## src/rtl/rv_fetch_queue.sv

```systemverilog
// ---------------------------------------------------------------------------
// rv_fetch_queue
//
// Decoupled in-order instruction prefetcher for the pipelined RISC-V core.
// Sequential fetch addresses go out on a request/grant handshake. Returned
// instructions are buffered with their PCs in a DEPTH-entry queue, and decode
// takes them through a valid/ready handshake. A redirect from execute flushes
// the queue, restarts fetch at the new PC and discards every response that is
// still outstanding.
//
// Ports:
//   clk          rising-edge clock
//   reset        asynchronous, active-high reset
//   imem_req     fetch request valid
//   imem_addr    word-aligned fetch address
//   imem_gnt     memory accepted the request this cycle
//   imem_rvalid  response valid (responses return in request order)
//   imem_rdata   fetched instruction
//   redirect     flush and restart fetch at redirect_pc
//   redirect_pc  new fetch PC (bits [1:0] ignored)
//   d_valid      head-of-queue instruction valid
//   d_instr      head instruction
//   d_pc         PC of the head instruction
//   d_ready      decode accepts the head this cycle
//   count        queue occupancy
// ---------------------------------------------------------------------------
module rv_fetch_queue #(
    parameter int              XLEN     = 32,
    parameter int              DEPTH    = 4,
    parameter logic [XLEN-1:0] RESET_PC = '0
) (
    input  logic                       clk,
    input  logic                       reset,
    output logic                       imem_req,
    output logic [XLEN-1:0]            imem_addr,
    input  logic                       imem_gnt,
    input  logic                       imem_rvalid,
    input  logic [31:0]                imem_rdata,
    input  logic                       redirect,
    input  logic [XLEN-1:0]            redirect_pc,
    output logic                       d_valid,
    output logic [31:0]                d_instr,
    output logic [XLEN-1:0]            d_pc,
    input  logic                       d_ready,
    output logic [$clog2(DEPTH+1)-1:0] count
);

    localparam int CW = $clog2(DEPTH + 1);
    localparam int PW = $clog2(DEPTH);
    localparam logic [CW:0] DEPTH_W = (CW + 1)'(DEPTH);

    logic [XLEN-1:0] fetchPc_q, fetchPc_d;
    logic [XLEN-1:0] rspPc_q, rspPc_d;
    logic [CW-1:0]   inflight_q, inflight_d;
    logic [CW-1:0]   drop_q, drop_d;
    logic [CW-1:0]   count_q, count_d;
    logic [PW-1:0]   head_q, head_d;
    logic [PW-1:0]   tail_q, tail_d;

    logic [31:0]     instrMem [DEPTH];
    logic [XLEN-1:0] pcMem    [DEPTH];

    logic            credit;
    logic            grantFire;
    logic            rspFire;
    logic            push;
    logic            pop;
    logic [XLEN-1:0] redirectPcAligned;

    // Request credit: every queue slot is either occupied, or reserved by a
    // request whose response will be kept. Responses marked for dropping do
    // not consume a slot, so they are subtracted from the reservation.
    // A response with nothing in flight is a protocol error and is ignored.
    always_comb begin
        credit            = ({1'b0, count_q} + {1'b0, inflight_q} - {1'b0, drop_q}) < DEPTH_W;
        imem_req          = !reset && !redirect && credit;
        imem_addr         = fetchPc_q;
        grantFire         = imem_req && imem_gnt;
        rspFire           = imem_rvalid && (inflight_q != '0);
        d_valid           = !reset && (count_q != '0) && !redirect;
        d_instr           = instrMem[head_q];
        d_pc              = pcMem[head_q];
        count             = count_q;
        redirectPcAligned = {redirect_pc[XLEN-1:2], 2'b00};
    end

    // Next-state logic. A redirect overrides everything else in its cycle:
    // the queue empties, both PCs reload, and every outstanding response
    // (including one arriving right now) is marked to be discarded.
    always_comb begin
        fetchPc_d  = fetchPc_q;
        rspPc_d    = rspPc_q;
        drop_d     = drop_q;
        count_d    = count_q;
        head_d     = head_q;
        tail_d     = tail_q;
        push       = 1'b0;
        pop        = 1'b0;
        inflight_d = inflight_q + CW'(grantFire) - CW'(rspFire);

        if (redirect) begin
            fetchPc_d = redirectPcAligned;
            rspPc_d   = redirectPcAligned;
            drop_d    = inflight_q - CW'(rspFire);
            count_d   = '0;
            head_d    = '0;
            tail_d    = '0;
        end else begin
            if (grantFire) begin
                fetchPc_d = fetchPc_q + XLEN'(4);
            end
            if (rspFire) begin
                if (drop_q != '0) begin
                    drop_d = drop_q - CW'(1);
                end else begin
                    push    = 1'b1;
                    rspPc_d = rspPc_q + XLEN'(4);
                end
            end
            pop = d_valid && d_ready;
            if (push) begin
                tail_d = tail_q + PW'(1);
            end
            if (pop) begin
                head_d = head_q + PW'(1);
            end
            count_d = count_q + CW'(push) - CW'(pop);
        end
    end

    // Control state register.
    always_ff @(posedge clk or posedge reset) begin
        if (reset) begin
            fetchPc_q  <= RESET_PC;
            rspPc_q    <= RESET_PC;
            inflight_q <= '0;
            drop_q     <= '0;
            count_q    <= '0;
            head_q     <= '0;
            tail_q     <= '0;
        end else begin
            fetchPc_q  <= fetchPc_d;
            rspPc_q    <= rspPc_d;
            inflight_q <= inflight_d;
            drop_q     <= drop_d;
            count_q    <= count_d;
            head_q     <= head_d;
            tail_q     <= tail_d;
        end
    end

    // Queue storage has no reset; count and the pointers decide which
    // entries are meaningful.
    always_ff @(posedge clk) begin
        if (push) begin
            instrMem[tail_q] <= imem_rdata;
            pcMem[tail_q]    <= rspPc_q;
        end
    end

endmodule

```

## config.mk

```make
export PLATFORM = sky130hd
export DESIGN_NAME = rv_fetch_queue
export DESIGN_NICKNAME = d
export VERILOG_FILES = /design/src/rtl/rv_fetch_queue.sv
export SDC_FILE = /design/constraint.sdc
export NUM_CORES = 1
export LEC_CHECK = 0
export BUFFER_PORTS_ARGS = -buffer_cell sky130_fd_sc_hd__buf_2
export CORE_UTILIZATION = 60
export CTS_CLUSTER_SIZE = 25
export DETAILED_ROUTE_END_ITERATION = 12
export HOLD_SLACK_MARGIN = 0.15
export PLACE_DENSITY = 0.78
export SKIP_CTS_REPAIR_TIMING = 1
export SYNTH_ARGS = -nofsm -noshare
export SYNTH_HDL_FRONTEND = slang
export SYNTH_SLANG_ARGS = --single-unit
```

## constraint.sdc

```tcl
create_clock -name clk -period 8.6 [get_ports clk]
set_clock_uncertainty 0.05 [all_clocks]
set_input_delay 0.86 -clock clk [delete_from_list [all_inputs] [get_ports clk]]
set_output_delay 0.86 -clock clk [all_outputs]
set_load 0.01 [all_outputs]
```

# Word level (Yosys, flattened, before mapping)

Memory sizes are Yosys's and may differ from the RTL's.
Cells that the tools add are included.

Word-level logic and storage cells: 61
Register bits: 77
Memories: 2
Memory bits (writable): 256

Memory list:

| name     | words | width | rd ports | clocked after memory_dff | wr ports | RTL line | RTL |
|---|---|---|---|---|---|---|---|
| instrMem | 4     | 32    | 1        | 0                        | 1        | 60       | `logic [31:0] instrMem [DEPTH];` |
| pcMem    | 4     | 32    | 1        | 0                        | 1        | 61       | `logic [XLEN-1:0] pcMem [DEPTH];` |

Equal/unequal tests: 1
$add $sub $neg: 12
Muxes and demuxes: 19
Reduce and logical (&&, ||, !) cells: 19
Order comparisons: 1

Operators by type and width:

| kind                    | number |
|---|---|
| $mux W32                | 5 |
| $add A32 B3 Y32 const B | 2 |
| $mux W3                 | 4 |
| $reduce_bool A2 Y1      | 5 |
| $reduce_bool A3 Y1      | 3 |
| $sub A3 B1 Y3           | 3 |
| $mux W2                 | 4 |
| $logic_and A1 B1 Y1     | 7 |
| $add A3 B1 Y3           | 2 |
| $mux W1                 | 6 |
| $add A2 B1 Y2 const B   | 2 |
| $add A3 B3 Y4           | 1 |
| $lt A4 B3 Y1 const B    | 1 |
| $reduce_and A2 Y1       | 2 |
| $sub A4 B3 Y4           | 1 |
| $sub A3 B1 Y3 const B   | 1 |
| $logic_not A1 Y1        | 2 |
| $ne A2 B2 Y1 const B    | 1 |

# Longest topological paths before layout

Word-level depth: 7
Depth in mapped cells: 15

# Worst setup path after synthesis

No wires, ideal clock.

Kind: in2reg
From: in redirect
To: mem instrMem[3][0], enable pin
Stages on the path: 4
Data arrival time: 3.112 ns
Path slack: 5.011 ns
Data required time: 8.123 ns
Buffers on the path: 2
Library setup time: 0.427 ns
Cells stage by stage: inv_1 -> clkbuf_1 -> buf_1 -> and3_1

Cells in the longest elaborated chain, start to end: 3

Ends and longest elaborated chain:

| element                       | RTL line | RTL |
|---|---|---|
| start: declaration            | 39       | `input logic redirect,` |
| $mux W1                       | 101      | `if (redirect) begin` |
| $mux W1                       | 155      | `if (push) begin` |
| $mux W1 (not written as such) | 156      | `instrMem[tail_q] <= imem_rdata;` |
| end: declaration              | 60       |  |

No other way between the ends.

# Final worst setup path

From: reg inflight_q[1]
To: reg inflight_q[2]

Cells in the longest elaborated chain, start to end: 7
Elaborated cells between the ends (all ways): 9
Classes of those cells: add/sub: 4; order compare: 1; reduce/logical: 4

Ends and longest elaborated chain:

| element                  | RTL line | RTL |
|---|---|---|
| start: declaration       | 54       | `logic [CW-1:0] inflight_q, inflight_d;` |
| start signal: assignment | 144      | `inflight_q <= inflight_d;` |
| $add A3 B3 Y4            | 75       | `credit = ({1'b0, count_q} + {1'b0, inflight_q} - {1'b0, drop_q}) < DEPTH_W;` |
| $sub A4 B3 Y4            | 75       |  |
| $lt A4 B3 Y1             | 75       |  |
| $logic_and A1 B1 Y1      | 76       | `imem_req = !reset && !redirect && credit;` |
| $logic_and A1 B1 Y1      | 78       | `grantFire = imem_req && imem_gnt;` |
| $add A3 B1 Y3            | 99       | `inflight_d = inflight_q + CW'(grantFire) - CW'(rspFire);` |
| $sub A3 B1 Y3 (*)        | 99       |  |
| via inflight_d[2]        | 54       |  |

The timed path passes the listed nets; every way through them passes the cells marked *.
A chain may end at the register's enable or synchronous reset.

==> results.yml <==
worst_setup_path:
  crit_path_start_kind: "flip-flop"
  max_stage_delay_ns: 0.76
  endpoint_kind: "flip-flop"
  cp.required_ns: 9.02
  slowest_stage: "nor4_2"
  critPathMostFrequentCell: "inv_1"
  worstPathArrival_ns: 4.99
  crit_fanout: 16
  reg2reg_to: "inflight_q[2]$_DFF_PP0_"
  r2r_start: "inflight_q[1]$_DFF_PP0_"
  path_class: "reg2reg"
  path_cells: "inv_1 > fa_1 > inv_1 > ha_1 > and3b_4 > nor4_2 > o21ai_1 > ha_1 > inv_1 > ha_1 > inv_1 > fa_1 > xnor2_1 > xnor2_1"
  reg2reg_depth: 14
  r2r_setup_slack_ns: 4.03
routing:
  post_drt_via_cell_ratio: 5.92
  vias: 7435
  drc: 0
  routed_wl_um: 25200
  drt-initial-drc-count: 587
  ant_nets: 0
  firstDrtPassIters: 5
  wl_per_cell_um: 20.1
flow_run:
  drv_cap: 0
global_routing:
  grt_use_total_pct: 22.6
  grt_pass1_wl_um: 39500
  use_met2_pct: 37.0
  grt-busiest-layer: "met2"
  grt_max_degree: 75
  grt_pass1_vias: 7580
  globalRouteOverflowTotal: 0
  grt.met1_usage_pct: 32.1
  grtUsageMet3_pct: 3.55
  antenna_found_initial: 0
min_path:
  whs_endpoint: "instrMem[0][20]$_DFFE_PP_"
  hold_path_class: "in2reg"
  worstHoldPathCells: 1
  min_from: "imem_rdata[20]"
timing:
  drv_slew: 0
  finalCritPeriodShare_pct: 53.1
  timing_hold_violations_final: 0
  fmax_mhz: 219
  setup_violations: 0
  period_minus_slack_ns: 4.57
  setup_slack_ns: 4.03
  relSlewSlack_pct: 19.9
  rsz0062_at_grt: "no"
  worst_pin_slew_ns: 1.19
  tns_ns: 0
logic_synthesis:
  synth_edf_count: 248
  synth_cells: 778
  synthTopCellsByArea: "edfxtp_1 56%, dfrtp_1 14%, mux4_2 10%"
  avgSynthCellArea_um2: 17.2
  ys.flop_type: "edfxtp_1"
  yosysTopAreaCell: "edfxtp_1"
  yosysSeqAreaShare_pct: 69.3
  synth_seq_cells: 321
  synthesis.area_um2: 13400
  ys_types: 60
  ys.warnings.count: 0
  async_reset_ff_share_pct: 22.7
  yosys.area.top_type_share_pct: 55.7
cells_and_area:
  fillers: 1420
  drive_gt1_share_pct: 32.4
  syn_to_final_growth_pct: 15.4
  diodes: 0
  layout_commonest_cell: "edfxtp_1"
  nets: 1041
  mostFrequentLayoutCells: "248 x edfxtp_1, 164 x buf_2, 71 x dfrtp_1"
clock_network:
  cts_tree: "done"
  clkSlewWorstSetupHoldPaths_ns: 0.06
  clock_latency_ns: 0.55
  cts_inserted_buffers: 31
  cts_root_buf: "clkbuf_16"
  htreeDepth: 1
  cts_sinks: 321
  clock_path_buffers: 3
floorplan:
  start_util_pct: 61.3
  die_h_um: 151
  io_pins: 171
  die-area_um2: 22900
  coreArea_um2: 21800
  die_x_um: 151
  rows: 54
status:
  status: "complete, no violations"
power:
  p_total_w: 0.00378
  cellLeakagePower_nw: 5.45
  ir_worst_vdd_v: 0.000151
  p_per_area_nw_per_um2: 245
placed_design:
  dp_slack_ns: 4.07
  port-buffer-count: 164
  gp_congestion: 0.859
  dp_hpwl_um: 15600
layout make-up:
| type | count | area, µm² | share of cell area, % |
|---|---|---|---|
| Clock buffer | 41 | 813 | 5.27 |
| Tap cell | 280 | 350 | 2.27 |
| Timing Repair Buffer | 172 | 881 | 5.71 |
| Multi-Input combinational cell | 395 | 3840 | 24.9 |
| Sequential cell | 321 | 9280 | 60.1 |
| Inverter | 29 | 109 | 0.705 |
| Clock inverter | 17 | 166 | 1.08 |
worst max-delay path by stage:
stage | startpoint | end | slack [ns] | cells past startpoint
2_1_floorplan | redirect | instrMem[3][0]$_DFFE_PP_ | 5.01 | 4
3_3_place_gp | inflight_q[1]$_DFF_PP0_ | inflight_q[2]$_DFF_PP0_ | 4.15 | 14
3_5_place_dp | inflight_q[1]$_DFF_PP0_ | inflight_q[2]$_DFF_PP0_ | 4.07 | 14
4_1_cts | inflight_q[1]$_DFF_PP0_ | inflight_q[2]$_DFF_PP0_ | 4.04 | 14
5_1_grt | inflight_q[1]$_DFF_PP0_ | inflight_q[2]$_DFF_PP0_ | 3.61 | 14
6_report | inflight_q[1]$_DFF_PP0_ | inflight_q[2]$_DFF_PP0_ | 4.03 | 14
where the power goes:
group	switching (W)	internal [W]
clock	0.000542	0.000754
sequential	0.000103	0.00177
combinational	0.000344	0.000267
cell usage after synthesis (5+ instances only):
cell type,n
edfxtp_1,248
dfrtp_1,73
mux4_2,62
nand2_1,34
xnor2_1,33
nor2_1,32
inv_1,28
nand3_1,19
ha_1,17
clkbuf_1,16
o21ai_0,16
and3_1,14
mux2_2,13
nand4_1,13
o211ai_1,11
xor2_1,11
a31oi_1,10
buf_2,10
a21oi_1,9
nor3_1,7
buf_4,6
nor4_2,6
o311ai_0,6
or3_1,6
a21boi_1,5
o2111ai_1,5
logic make-up after synthesis:
kind of cell               after synthesis  synth area share (%)
buffers and inverters                   65                  2.09
muxes                                   77                  11.7
AOI/OAI and AO/OA                       89                  5.14
other                                    1                0.0280
DFF                                    321                  69.3
xor gates and xnor gates                44                  2.88
and+or+nand+nor                        160                  6.66
adders and majority gates               21                  2.19
flip-flops by register name, summed over array words and instances (netlist names):
signal / flops
rspPc_q: 30
tail_q: 2
imem_addr: 30
inflight_q: 3
drop_q: 3
count: 3
head_q: 2
instrMem: 128
pcMem: 120
critical path: cells and delay by family (launching register included):
kind	cells	cell delay, ns
buf+inv	4	0.27
compound gates	1	0.63
flops	1	0.48
simple gates	2	0.96
fa+ha+maj	5	1.78
xor+xnor	2	0.32
metal layers:
layer	vias to the layer above	wire [µm]
li1	3413	-
met4	0	415
met1	3726	11000
met3	34	1720
met2	262	12100
met5	-	0
metrics by stage:
step           hold WS, ns  cell area [µm²]  utilization, %  std cells
2_1_floorplan        0.426            13400               -        781
3_3_place_gp         0.472            14500            66.2       1197
3_5_place_dp         0.481            14500            66.2       1197
4_1_cts              0.456            15400            70.7       1255
5_1_grt              0.462            15400            70.7       1255
6_report             0.478            15400            70.7       1255
(Power assumes the default switching activity.)
